**config.mk**
```make
export PLATFORM = sky130hd
export DESIGN_NAME = counter_ctrl
export DESIGN_NICKNAME = d
export VERILOG_FILES = /design/src/rtl/counter_ctrl.sv
export SDC_FILE = /design/constraint.sdc
export NUM_CORES = 1
export LEC_CHECK = 0
export CAP_MARGIN = 20
export CORE_MARGIN = 3
export CORE_UTILIZATION = 38
export DETAILED_ROUTE_END_ITERATION = 8
export PLACE_DENSITY_LB_ADDON = 0.25
export SETUP_SLACK_MARGIN = 0.1
export SLEW_MARGIN = 10
export SYNTH_ARGS = -nofsm -noshare
export SYNTH_HDL_FRONTEND = slang
export SYNTH_SLANG_ARGS = --single-unit
```
**constraint.sdc**
```tcl
create_clock -name clk -period 1.4 [get_ports clk]
set_input_delay 0.14 -clock clk [delete_from_list [all_inputs] [get_ports clk]]
set_output_delay 0.14 -clock clk [all_outputs]
set_load 0.1 [all_outputs]
```
**src/rtl/counter_ctrl.sv**
```systemverilog
// counter_ctrl: sequences one timed job on a shared up-counter.
// It clears the counter, gates its enable until count reaches the latched
// duration, then pulses done. Pause freezes counting. Abort cancels the job.
// Optional build macro: COUNTER_CTRL_AUTO_RELOAD_EN. When defined, DONE loops
// back to CLEAR and re-runs the job with the same latched duration.
module counter_ctrl #(
  parameter int unsigned NUM_BITS = 8
) (
  input  logic                clk,
  input  logic                reset,
  input  logic                start,
  input  logic [NUM_BITS-1:0] duration,
  input  logic                pause,
  input  logic                abort,
  input  logic [NUM_BITS-1:0] count,
  output logic                cnt_clear,
  output logic                cnt_enable,
  output logic                busy,
  output logic                done
);

  typedef enum logic [1:0] {
    S_IDLE  = 2'd0,
    S_CLEAR = 2'd1,
    S_RUN   = 2'd2,
    S_DONE  = 2'd3
  } state_t;

  state_t              state;
  state_t              state_nxt;
  logic [NUM_BITS-1:0] dur_q;
  logic [NUM_BITS-1:0] dur_nxt;
  logic                at_target;

  assign at_target = (count == dur_q);

  // State and latched duration. Reset is async active-low and forces IDLE.
  always_ff @(posedge clk or negedge reset) begin
    if (!reset) begin
      state <= S_IDLE;
      dur_q <= '0;
    end else begin
      state <= state_nxt;
      dur_q <= dur_nxt;
    end
  end

  // Next-state and output decode. The outputs come from the state, so reset
  // clears them immediately. cnt_enable also uses pause, abort and count
  // combinationally, so abort and the target match stop counting in the same cycle.
  always_comb begin
    state_nxt  = state;
    dur_nxt    = dur_q;
    cnt_clear  = 1'b0;
    cnt_enable = 1'b0;
    busy       = 1'b0;
    done       = 1'b0;
    case (state)
      S_IDLE: begin
        // A start in IDLE wins over abort, which has no effect here.
        if (start) begin
          dur_nxt   = duration;
          state_nxt = S_CLEAR;
        end
      end
      S_CLEAR: begin
        busy      = 1'b1;
        cnt_clear = 1'b1;
        state_nxt = abort ? S_IDLE : S_RUN;
      end
      S_RUN: begin
        busy       = 1'b1;
        cnt_enable = !pause && !abort && !at_target;
        if (abort) begin
          state_nxt = S_IDLE;
        end else if (at_target) begin
          state_nxt = S_DONE;
        end
      end
      S_DONE: begin
        busy = 1'b1;
        done = 1'b1;
        if (abort) begin
          state_nxt = S_IDLE;
        end else begin
`ifdef COUNTER_CTRL_AUTO_RELOAD_EN
          state_nxt = S_CLEAR;
`else
          state_nxt = S_IDLE;
`endif
        end
      end
      default: state_nxt = S_IDLE;
    endcase
  end

endmodule

```
* Word-level counts from Yosys, hierarchy flattened
Cells that the tools add are included.
** Word-level totals
- Output and inout bits :: 4
- Bits in registers :: 10
** Operators by class
- Reductions and logical operators :: 9
- Muxes and demuxes :: 9
- Equality and inequality tests :: 6
** Operator list (number)
- $eq 8x8->1 :: 1
- $mux 2 :: 4
- $pmux 2 s4 :: 1
- $eq 2x2->1 const B :: 2
- $mux 1 :: 4
- $reduce_and 2->1 :: 2
- $logic_not 1->1 :: 3
- $ne 3x3->1 const B :: 1
- $reduce_or 3->1 :: 1
- $eq 2x1->1 const B :: 1
- $logic_and 1x1->1 :: 2
- $logic_not 2->1 :: 1
- $ne 2x2->1 const B :: 1

* Longest topological paths before layout
- Word-level depth :: 4
- Depth in mapped cells :: 3
- Mapped depth without buffers :: 3

* Least setup slack after synthesis
OpenSTA, ideal clock, no wires.
- Path kind :: register -> output
- From :: register dur_q[2]
- To :: output port cnt_enable
- Path slack :: -1.333 ns
- Data arrival time :: 2.593 ns
- Cell stages (with the launch flop) :: 4
- Required time :: 1.260 ns
- Cells stage by stage :: dfrtp_1 xor2_1 nor4_2 a2111oi_2
** Between the ends
- Longest elaborated chain between the ends :: 4
** Ends and longest elaborated chain
- start, declared :: line 31 : logic [NUM_BITS-1:0] dur_q;
- start signal, assigned :: line 44 : dur_q <= dur_nxt;
- $eq 8x8->1 :: line 35 : assign at_target = (count == dur_q);
- $logic_not 1->1 :: line 73 : cnt_enable = !pause && !abort && !at_target;
- $logic_and 1x1->1 :: line 73
- $mux 1 :: line 58 : case (state)
- end, declared :: line 17 : output logic cnt_enable,
No other way between the ends.

* Worst setup path after layout
Ends and elaborated chain as after synthesis.

==> results.cfg <==
[synth]
synth.most_common_cell = dfrtp_1
yosys.area.top_type_share_pct = 47.73
ys_types = 13
ys_seq_area_share_pct = 47.73
synth_enable_flop_cells = 0
synth.avg_cell_area_sq_um = 13.44
ys_ff_latch = 10
netlist_area_sq_um = 524.3
synth_ff_type = dfrtp_1
ys_warn_count = 0
syn_inst = 39
async_reset_ff_share_pct = 100.0
ys_top_cells_by_count = dfrtp_1 (10), mux2_2 (8), xor2_1 (8)
synth_top_area_cell = dfrtp_1
synth_fp_nets = 60
synth_area_leaders = dfrtp_1 (48%), mux2_2 (17%), xor2_1 (13%)

[placed_design]
gp_congestion = 0.7009
placed_cells = 85
io_buffers = 24
placed_cell_area_sq_um = 917.1
hpwl_um = 909.8

[power_and_ir_drop]
power.density_nw_per_um2 = 1160
peakVddDrop_mv = 0.8239
swShare_pct = 36.50
pwr-share-seq_pct = 34.4
cellLeakagePower_uw = 0.0004540
comb_power_share_pct = 49.6
p_clk_share_pct = 16.0
power.switching_uw = 444.5
internal_power_uw = 773.3

[timing]
max_slew_margin_pct = 69.00
period_needed_ns = 1.792
fmax_ghz = 0.5581
setup_violations = 10
slew_violations = 0
fin_ws_ns = -0.3919
skew_ns = 0.005641
rsz0062_at_grt = yes
hold_viol = 0
worst_slew_pin_slew_ns = 0.4636
period_share_pct = 128.0

[clock_tree]
cts.sinks = 10
clock_path_buffers = 2
cts-root-buf = clkbuf_4
numCtsBuffers = 3
insertion_delay_ns = 0.27
htreeDepth = 1
cts_tree = yes
clkTransAtPathRegs_ns = 0.06

[drt]
vias = 436
drt_wl_total_mm = 1.671
vias_per_cell = 4.844
drc = 0
post_drt_wl_per_cell_um = 18.57
ant_nets = 0
drt_iter0_drc = 3
firstDrtPassIters = 4

[cells_and_area]
fin_cells = 90
fin_area_sq_um = 1050
antenna_cells = 0
syn2layout_area_growth_pct = 100.2
final_nets = 99
final_core_util_pct = 87.40
drive_above_1_share_pct = 51.32

[grt]
antenna_found_initial = 0
first_global_vias = 451
grt.busiest_layer = met2
met3_usage_pct = 8.051
use_met2_pct = 25.66
grt_pass1_wl_mm = 2.063
grt_max_degree = 11
use_met1_pct = 19.12
grt.overflow.total = 0
groute.usage.overall_pct = 16.32

[flow_run]
drv_cap = 0

[critical_path]
worst_setup_path_start_kind = register
cp_num_cells = 4
cp_top_family = flip-flops
end_kind = output port
cpPeakStageDelay_ns = 0.40
slowest_stage = dfrtp_1
cp_max_fo = 2
crit_start = dur_q[2]
worstPathRequired_ns = 1.26
worst-path-buf-inv = 1
crit_path_cell_trace = xor2_1 > nor4_4 > a2111oi_4 > buf_12
r2r_end = dur_q[2]
worst-r2r-cell-count = 4
crit_end = cnt_enable
reg2reg_slack_ns = -0.05
r2r-start = state[1]
path_class = reg -> out
cp.arrival_ns = 1.65

[run_status]
status = finished with violations
violations = negative setup slack

[floorplan]
die_y_um = 43.15
ios = 25
dieArea_sq_um = 1861
core_region_area_sq_um = 1201
fp-row-count = 12
die_w_um = 43.15
start_util_pct = 43.65

[hold_path]
hold_class = in -> async
==> stage by stage <==
stage / TNS [ns] / power (uW) / worst slack, ns / hold slack [ns]
floorplan: -0.9922 / 680.4 / -0.5551 / -0.1556
global placement: -0.3585 / 882.1 / -0.3585 / 0.4811
detailed placement: -0.3553 / 893.9 / -0.3545 / 0.4847
CTS: -0.3482 / 1120 / -0.3482 / 0.1960
global route: -0.7983 / 1275 / -0.4148 / 0.2025
finish: -0.6327 / 1218 / -0.3919 / 0.1901
==> worst min path at each step <==
stage / startpoint / end / slack, ns / cells after the start
floorplan: reset / dur_q[0] / -0.16 / 0
global placement: reset / dur_q[7] / 0.48 / 1
detailed placement: reset / dur_q[4] / 0.48 / 1
CTS: reset / dur_q[4] / 0.20 / 1
global route: reset / dur_q[0] / 0.20 / 1
finish: reset / dur_q[7] / 0.19 / 1
==> sequential cells by signal, summed over array words and instances (netlist names) <==
register / cells
dur_q: 8
state: 2
==> layout make-up <==
cell class	instances	area, sq um
Timing Repair Buffer	33	359.1
Tap cell	14	17.52
Inverter	2	7.507
Fill cell	58	151.4
Clock buffer	3	22.52
Sequential cell	10	250.2
Multi-Input combinational cell	28	392.9
==> placed cells by master, fill, tap and decap left out <==
cell type | netlist | routed
clkdlybuf4s50_1 | 0 | 20
a21oi_1 | 1 | 1
xor2_2 | 0 | 6
dfrtp_1 | 10 | 10
buf_6 | 0 | 3
inv_2 | 0 | 1
mux2_4 | 0 | 8
or2_4 | 1 | 1
and2_4 | 0 | 1
buf_4 | 0 | 6
nor4_4 | 0 | 2
a41o_1 | 1 | 1
clkbuf_4 | 0 | 3
inv_1 | 2 | 1
a2111oi_4 | 0 | 1
nor2_4 | 0 | 1
xor2_1 | 8 | 2
nor2_1 | 1 | 1
buf_12 | 0 | 4
nor2_8 | 1 | 1
nand2b_4 | 0 | 1
nand2b_1 | 2 | 1
==> logic make-up after synthesis <==
group / count (synthesis) / synth area share, %
simple gates: 8 / 14.56
buf+inv: 2 / 1.433
mux: 8 / 17.18
xor+xnor: 8 / 13.37
flops: 10 / 47.73
compound gates: 3 / 5.726
==> routing by layer <==
metal,share of wire [%],vias up
met5,0,-
met3,6.8,0
met1,37,215
met2,57,17
met4,0,0
li1,-,204
==> repair_timing <==
action | in CTS | in global routing
endpoints found under the setup margin | 10 | 13
hold buffers | 0 | 0
gates resized for setup | 6 | 10
pin swaps | 10 | 4
setup buffers | 1 | 2
cloned | 1 | 0
==> power by group through the flow <==
stage / Clock [uW] / Combinational, uW / Sequential [uW]
floorplan: 0 / 287 / 394
global placement: 0 / 483 / 399
detailed placement: 0 / 492 / 401
CTS: 201 / 523 / 396
global route: 222 / 628 / 425
finish: 195 / 603 / 419
Note: power is estimated with default switching activity, not from simulation.
